### src/rtl/snn_pkg.sv
// ---------------------------------------------------------------------------
// snn_pkg -- shared definitions for the spiking-neuron blocks.
//   * lif_state_t : LIF neuron FSM state (INTEGRATE / REFRACTORY)
//   * VW_DEFAULT  : default membrane/current width (signed bits)
//   * RW_DEFAULT  : default refractory counter width
//   * SAT_MAX/MIN : membrane saturation bounds at the default width
// ---------------------------------------------------------------------------
package snn_pkg;

    localparam int VW_DEFAULT = 8;
    localparam int RW_DEFAULT = 4;

    localparam int SAT_MAX = (2 ** (VW_DEFAULT - 1)) - 1;
    localparam int SAT_MIN = -(2 ** (VW_DEFAULT - 1));

    typedef enum logic {
        ST_INTEGRATE  = 1'b0,
        ST_REFRACTORY = 1'b1
    } lif_state_t;

endpackage

### src/rtl/lif_membrane_update.sv
// ---------------------------------------------------------------------------
// lif_membrane_update -- combinational leak / add / saturate datapath.
//   v_next = sat(v - (v >>> decay_shift) + input_current)
// Ports:
//   v             : current membrane potential (signed, VW)
//   input_current : synaptic current for this timestep (signed, VW)
//   decay_shift   : leak shift amount, 0 = full leak
//   v_next        : saturated next membrane potential (signed, VW)
// ---------------------------------------------------------------------------
module lif_membrane_update #(
    parameter int VW = 8
) (
    input  logic signed [VW-1:0] v,
    input  logic signed [VW-1:0] input_current,
    input  logic        [2:0]    decay_shift,
    output logic signed [VW-1:0] v_next
);

    // Two guard bits cover the full range of v - leak + input_current.
    localparam logic signed [VW+1:0] MAXV = {3'b000, {(VW-1){1'b1}}};
    localparam logic signed [VW+1:0] MINV = {3'b111, {(VW-1){1'b0}}};

    logic signed [VW+1:0] v_ext;
    logic signed [VW+1:0] i_ext;
    logic signed [VW+1:0] leak;
    logic signed [VW+1:0] sum;

    always_comb begin
        v_ext = {{2{v[VW-1]}}, v};
        i_ext = {{2{input_current[VW-1]}}, input_current};
        leak  = v_ext >>> decay_shift;
        sum   = v_ext - leak + i_ext;
        if (sum > MAXV) begin
            v_next = MAXV[VW-1:0];
        end else if (sum < MINV) begin
            v_next = MINV[VW-1:0];
        end else begin
            v_next = sum[VW-1:0];
        end
    end

endmodule

### src/rtl/lif_neuron.sv
// ---------------------------------------------------------------------------
// lif_neuron -- leaky integrate-and-fire neuron with refractory period.
// Ports:
//   clk                : clock, all state changes on rising edge
//   reset              : asynchronous active-low reset
//   enable             : timestep strobe; state advances only when high
//   input_current      : signed synaptic current (VW)
//   threshold          : signed firing threshold (VW)
//   decay_shift        : leak = V >>> decay_shift (0 = full leak)
//   refractory_period  : enable steps spent refractory after a spike (RW)
//   spike_out          : registered one-cycle spike pulse
//   membrane_potential : registered signed membrane state V
//   refractory         : high while in REFRACTORY
//   spike_count        : saturating spike count (0 unless macro defined)
// Build option:
//   LIF_SPIKE_COUNT_EN : when defined, spike_count counts spikes up to 255.
// ---------------------------------------------------------------------------
module lif_neuron
    import snn_pkg::*;
#(
    parameter int VW = VW_DEFAULT,
    parameter int RW = RW_DEFAULT
) (
    input  logic                 clk,
    input  logic                 reset,
    input  logic                 enable,
    input  logic signed [VW-1:0] input_current,
    input  logic signed [VW-1:0] threshold,
    input  logic        [2:0]    decay_shift,
    input  logic        [RW-1:0] refractory_period,
    output logic                 spike_out,
    output logic signed [VW-1:0] membrane_potential,
    output logic                 refractory,
    output logic        [7:0]    spike_count
);

    lif_state_t           state_q, state_d;
    logic        [RW-1:0] cnt_q, cnt_d;
    logic signed [VW-1:0] v_q, v_d;
    logic signed [VW-1:0] v_next;
    logic                 spike_d;
    logic                 fire;

    lif_membrane_update #(
        .VW(VW)
    ) u_update (
        .v             (v_q),
        .input_current (input_current),
        .decay_shift   (decay_shift),
        .v_next        (v_next)
    );

    assign fire = (v_next >= threshold);

    always_ff @(posedge clk or negedge reset) begin
        if (!reset) begin
            state_q   <= ST_INTEGRATE;
            cnt_q     <= '0;
            v_q       <= '0;
            spike_out <= 1'b0;
        end else begin
            state_q   <= state_d;
            cnt_q     <= cnt_d;
            v_q       <= v_d;
            spike_out <= spike_d;
        end
    end

    always_comb begin
        state_d = state_q;
        cnt_d   = cnt_q;
        v_d     = v_q;
        spike_d = 1'b0;
        if (enable) begin
            case (state_q)
                ST_INTEGRATE: begin
                    if (fire) begin
                        v_d     = '0;
                        spike_d = 1'b1;
                        if (refractory_period != '0) begin
                            cnt_d   = refractory_period;
                            state_d = ST_REFRACTORY;
                        end
                    end else begin
                        v_d = v_next;
                    end
                end
                ST_REFRACTORY: begin
                    // The counter was captured at the spike, so later changes
                    // to refractory_period do not affect this period.
                    v_d   = '0;
                    cnt_d = cnt_q - 1'b1;
                    if (cnt_q == {{(RW-1){1'b0}}, 1'b1}) begin
                        state_d = ST_INTEGRATE;
                    end
                end
                default: begin
                    state_d = ST_INTEGRATE;
                    cnt_d   = '0;
                    v_d     = '0;
                end
            endcase
        end
    end

    assign membrane_potential = v_q;
    assign refractory         = (state_q == ST_REFRACTORY);

`ifdef LIF_SPIKE_COUNT_EN
    logic [7:0] count_q;

    // Counts at the same edge that raises spike_out, so it tracks the pulses.
    always_ff @(posedge clk or negedge reset) begin
        if (!reset) begin
            count_q <= '0;
        end else if (spike_d && (count_q != 8'hFF)) begin
            count_q <= count_q + 8'd1;
        end
    end

    assign spike_count = count_q;
`else
    assign spike_count = '0;
`endif

endmodule
### config.mk
export PLATFORM = sky130hd
export DESIGN_NAME = lif_neuron
export DESIGN_NICKNAME = d
export VERILOG_FILES = /design/src/rtl/snn_pkg.sv /design/src/rtl/lif_membrane_update.sv /design/src/rtl/lif_neuron.sv
export SDC_FILE = /design/constraint.sdc
export NUM_CORES = 1
export LEC_CHECK = 0
export BUFFER_PORTS_ARGS = -buffer_cell sky130_fd_sc_hd__buf_2
export CAP_MARGIN = 10
export CORE_UTILIZATION = 50
export CTS_CLUSTER_SIZE = 30
export DETAILED_ROUTE_END_ITERATION = 16
export PLACE_DENSITY = 0.8
export SLEW_MARGIN = 20
export SYNTH_ARGS = -nofsm -noshare
export SYNTH_HDL_FRONTEND = slang
export SYNTH_SLANG_ARGS = --single-unit
### constraint.sdc
create_clock -name clk -period 4.9 [get_ports clk]
set_input_delay 0.98 -clock clk [delete_from_list [all_inputs] [get_ports clk]]
set_output_delay 0.98 -clock clk [all_outputs]
set_load 0.01 [all_outputs]
==> flow_metrics.tcl <==
set metrics [dict create \
    diodes 0 \
    grt_antenna_before_repair 0 \
    synth_xor_area_share_pct 2.28 \
    cp-start-kind "primary input" \
    viasPerCell 6.00 \
    overflow 0 \
    worst_slack_ns -0.650 \
    finalClockSkew_ns 0.000912 \
    grt_pass1_wl_mm 9.01 \
    cts_made_buffers 3 \
    routabilityCongestion 0.890 \
    tightest_slew_ns 1.20 \
    die-area_um2 4100 \
    status "finished, violations left" \
    fillers 229 \
    min_path_type "in2async" \
    critPathArrivalTime_ns 5.72 \
    max-cap-violations 0 \
    post-route-util_pct 78.6 \
    syn_avg_cell_area_um2 7.72 \
    synth.mux.area_fraction_pct 3.38 \
    synth-seq-area-share_pct 18.2 \
    max_clock_freq_ghz 0.180 \
    synth_edf_count 0 \
    die_w_um 64.0 \
    initial_core_util_pct 52.5 \
    hold_violations 0 \
    cts.clk_slew.worst_paths_ns 0.07 \
    fin_crit_sh_pct 113 \
    drtIter0Drc 254 \
    synth_cells 249 \
    via_count 2257 \
    clock_path_buffers 2 \
    core_area_um2 3660 \
    placed_area_um2 2430 \
    end_kind "flop" \
    yosys_warnings 0 \
    syn_area_um2 1920 \
    syn2layout_area_growth_pct 49.7 \
    critPathRequiredTime_ns 5.07 \
    drt_wl_total_mm 7.40 \
    grt_max_degree 23 \
    root_buffer "clkbuf_8" \
    nNetsFinal 384 \
    hpwl_mm 3.91 \
    cts_htree_levels 1 \
    violations "negative setup slack" \
    layout-drive-gt1-share_pct 43.9 \
    setup_violations 14 \
    grt.total_usage_pct 28.6 \
    cts_tree "yes" \
    synthSimpleGateAreaFrac_pct 16.7 \
    grt_pass1_vias 1927 \
    io-pin-count 44 \
    final_antenna_net_count 0 \
    port_buffers 35 \
    synth-seq-cells 14 \
    slew_headroom_pct 19.3 \
    synth_top_family_by_area "compound AO/OA/AOI/OAI gates" \
    crit_path_max_fanout 8 \
    synth_compound_area_share_pct 24.8 \
    synth.distinct_cells 44 \
    clkSinkCount 14 \
    synthFlopType "dfrtp_1" \
    slew_violations 0 \
    drc_errors 0 \
    period_needed_ns 5.55 \
    grt_setup_unrepaired "yes" \
    dr.pass1.iters 7 \
    row_count 22 \
    synthArstFlopShare_pct 100 \
    post-route-cell-area_um2 2880 \
    routedWlPerCell_um 19.7 \
    die_y_um 64.0 \
    clk_latency_ns 0.27 \
    synth_fa_ha_area_share_pct 21.6 \
    path_class "in2reg" \
]
[sequential cells by signal (all words and copies together) (netlist names)]
signal,cells
membrane_potential,8
cnt_q,4
refractory,1
spike_out,1
[layer usage]
layer  vias to the layer above  GRT usage (%)  routed length [um]
met3                        44           3.75                 602
li1                       1003              -                   -
met2                       154           47.7                3640
met1                      1056           37.1                2710
met5                         -              0                   0
met4                         0           11.9                 446
[timing repair]
action,4_1_cts,5_1_grt
resized for setup,25,51
setup buffers,4,8
hold buffers,0,0
pin swaps,30,32
endpoints found under the setup margin,14,14
[cells in the final DEF, fill, tap and decap left out, types with 8 or more instances in the layout]
| cell type | synthesis | layout |
|---|---|---|
| o21ai_2 | 0 | 9 |
| buf_4 | 8 | 42 |
| nand2_1 | 19 | 18 |
| buf_2 | 0 | 33 |
| o21ai_1 | 1 | 8 |
| inv_1 | 43 | 41 |
| dfrtp_1 | 14 | 14 |
| nor2_1 | 11 | 8 |
| o21ai_0 | 31 | 14 |
| a21oi_1 | 15 | 10 |
| ha_1 | 22 | 19 |
| conb_1 | 1 | 8 |
[synth_stat cells, types with 2 or more instances]
master	count	area share (%)
inv_1	43	8.4
o21ai_0	31	8.1
ha_1	22	14
nand2_1	19	3.7
a21oi_1	15	3.9
dfrtp_1	14	18
nor2_1	11	2.1
buf_4	8	3.1
fa_1	7	7.3
nand2b_1	7	2.3
clkbuf_1	6	1.2
o311ai_1	6	2.7
nand3_1	5	1.3
o211ai_1	4	1.6
xor2_1	4	1.8
a21o_1	3	1.2
a31oi_1	3	0.98
nor2b_1	3	0.98
o31ai_1	3	1.2
or2_2	3	0.98
a211oi_1	2	0.78
mux2i_1	2	1.0
mux4_2	2	2.3
nor3_1	2	0.52
nor3b_1	2	0.78
nor4_1	2	0.65
o21a_1	2	0.78
or4b_2	2	1.0
[worst paths after layout]
check / startpoint / depth (start not counted) / end / slack (ns)
max: decay_shift[1] / 24 / membrane_potential[0] / -0.65
min in group clk: cnt_q[0] / 1 / cnt_q[0] / 0.62
max in group asynchronous: reset / 1 / membrane_potential[4] / 4.04
min reg2reg: cnt_q[0] / 1 / cnt_q[0] / 0.62
max reg2reg: membrane_potential[5] / 23 / membrane_potential[0] / -0.26
min: reset / 1 / membrane_potential[0] / 0.61
[area by class of cell]
type	instances	area, um^2	area share, %
multi-input cells	184	1670	58.0
repair buffers	83	582	20.2
flip-flops and latches	14	350	12.2
inverters	43	161	5.61
well taps	48	60.1	2.09
clock buffers	4	55.1	1.91
[critical path: stages]
cell      delay, ns
buf_8          0.11
buf_8          0.13
nor2_4         0.10
mux2i_1        0.26
a21oi_2        0.10
fa_1           0.57
inv_2          0.05
ha_4           0.29
o21ai_4        0.08
o211a_1        0.24
or3_4          0.40
buf_6          0.13
o211ai_1       0.21
o31a_1         0.29
buf_6          0.14
o21ai_2        0.05
ha_1           0.32
a21o_1         0.19
a31oi_4        0.15
o21ai_2        0.09
a31oi_4        0.23
nand3_2        0.13
buf_8          0.18
o32ai_2        0.28
[stage by stage]
| step | setup slack, ns | instances | TNS (ns) | hold WS [ns] |
|---|---|---|---|---|
| floorplan | -0.456 | 256 | -4.92 | 0.499 |
| global placement | -0.734 | 360 | -9.10 | 0.533 |
| detailed placement | -0.818 | 360 | -10.25 | 0.556 |
| CTS | -0.500 | 368 | -5.36 | 0.572 |
| global route | -0.785 | 376 | -9.63 | 0.634 |
| finish | -0.650 | 376 | -7.91 | 0.607 |
[logic make-up after synthesis]
kind of cell / Yosys count
xor+xnor: 5
flops: 14
mux: 4
buf+inv: 58
fa+ha+maj: 29
other cells: 1
compound gates: 77
simple gates: 61
Power is not shown: default switching activity piles up to over one toggle a cycle in this logic, so the estimate is an artifact.
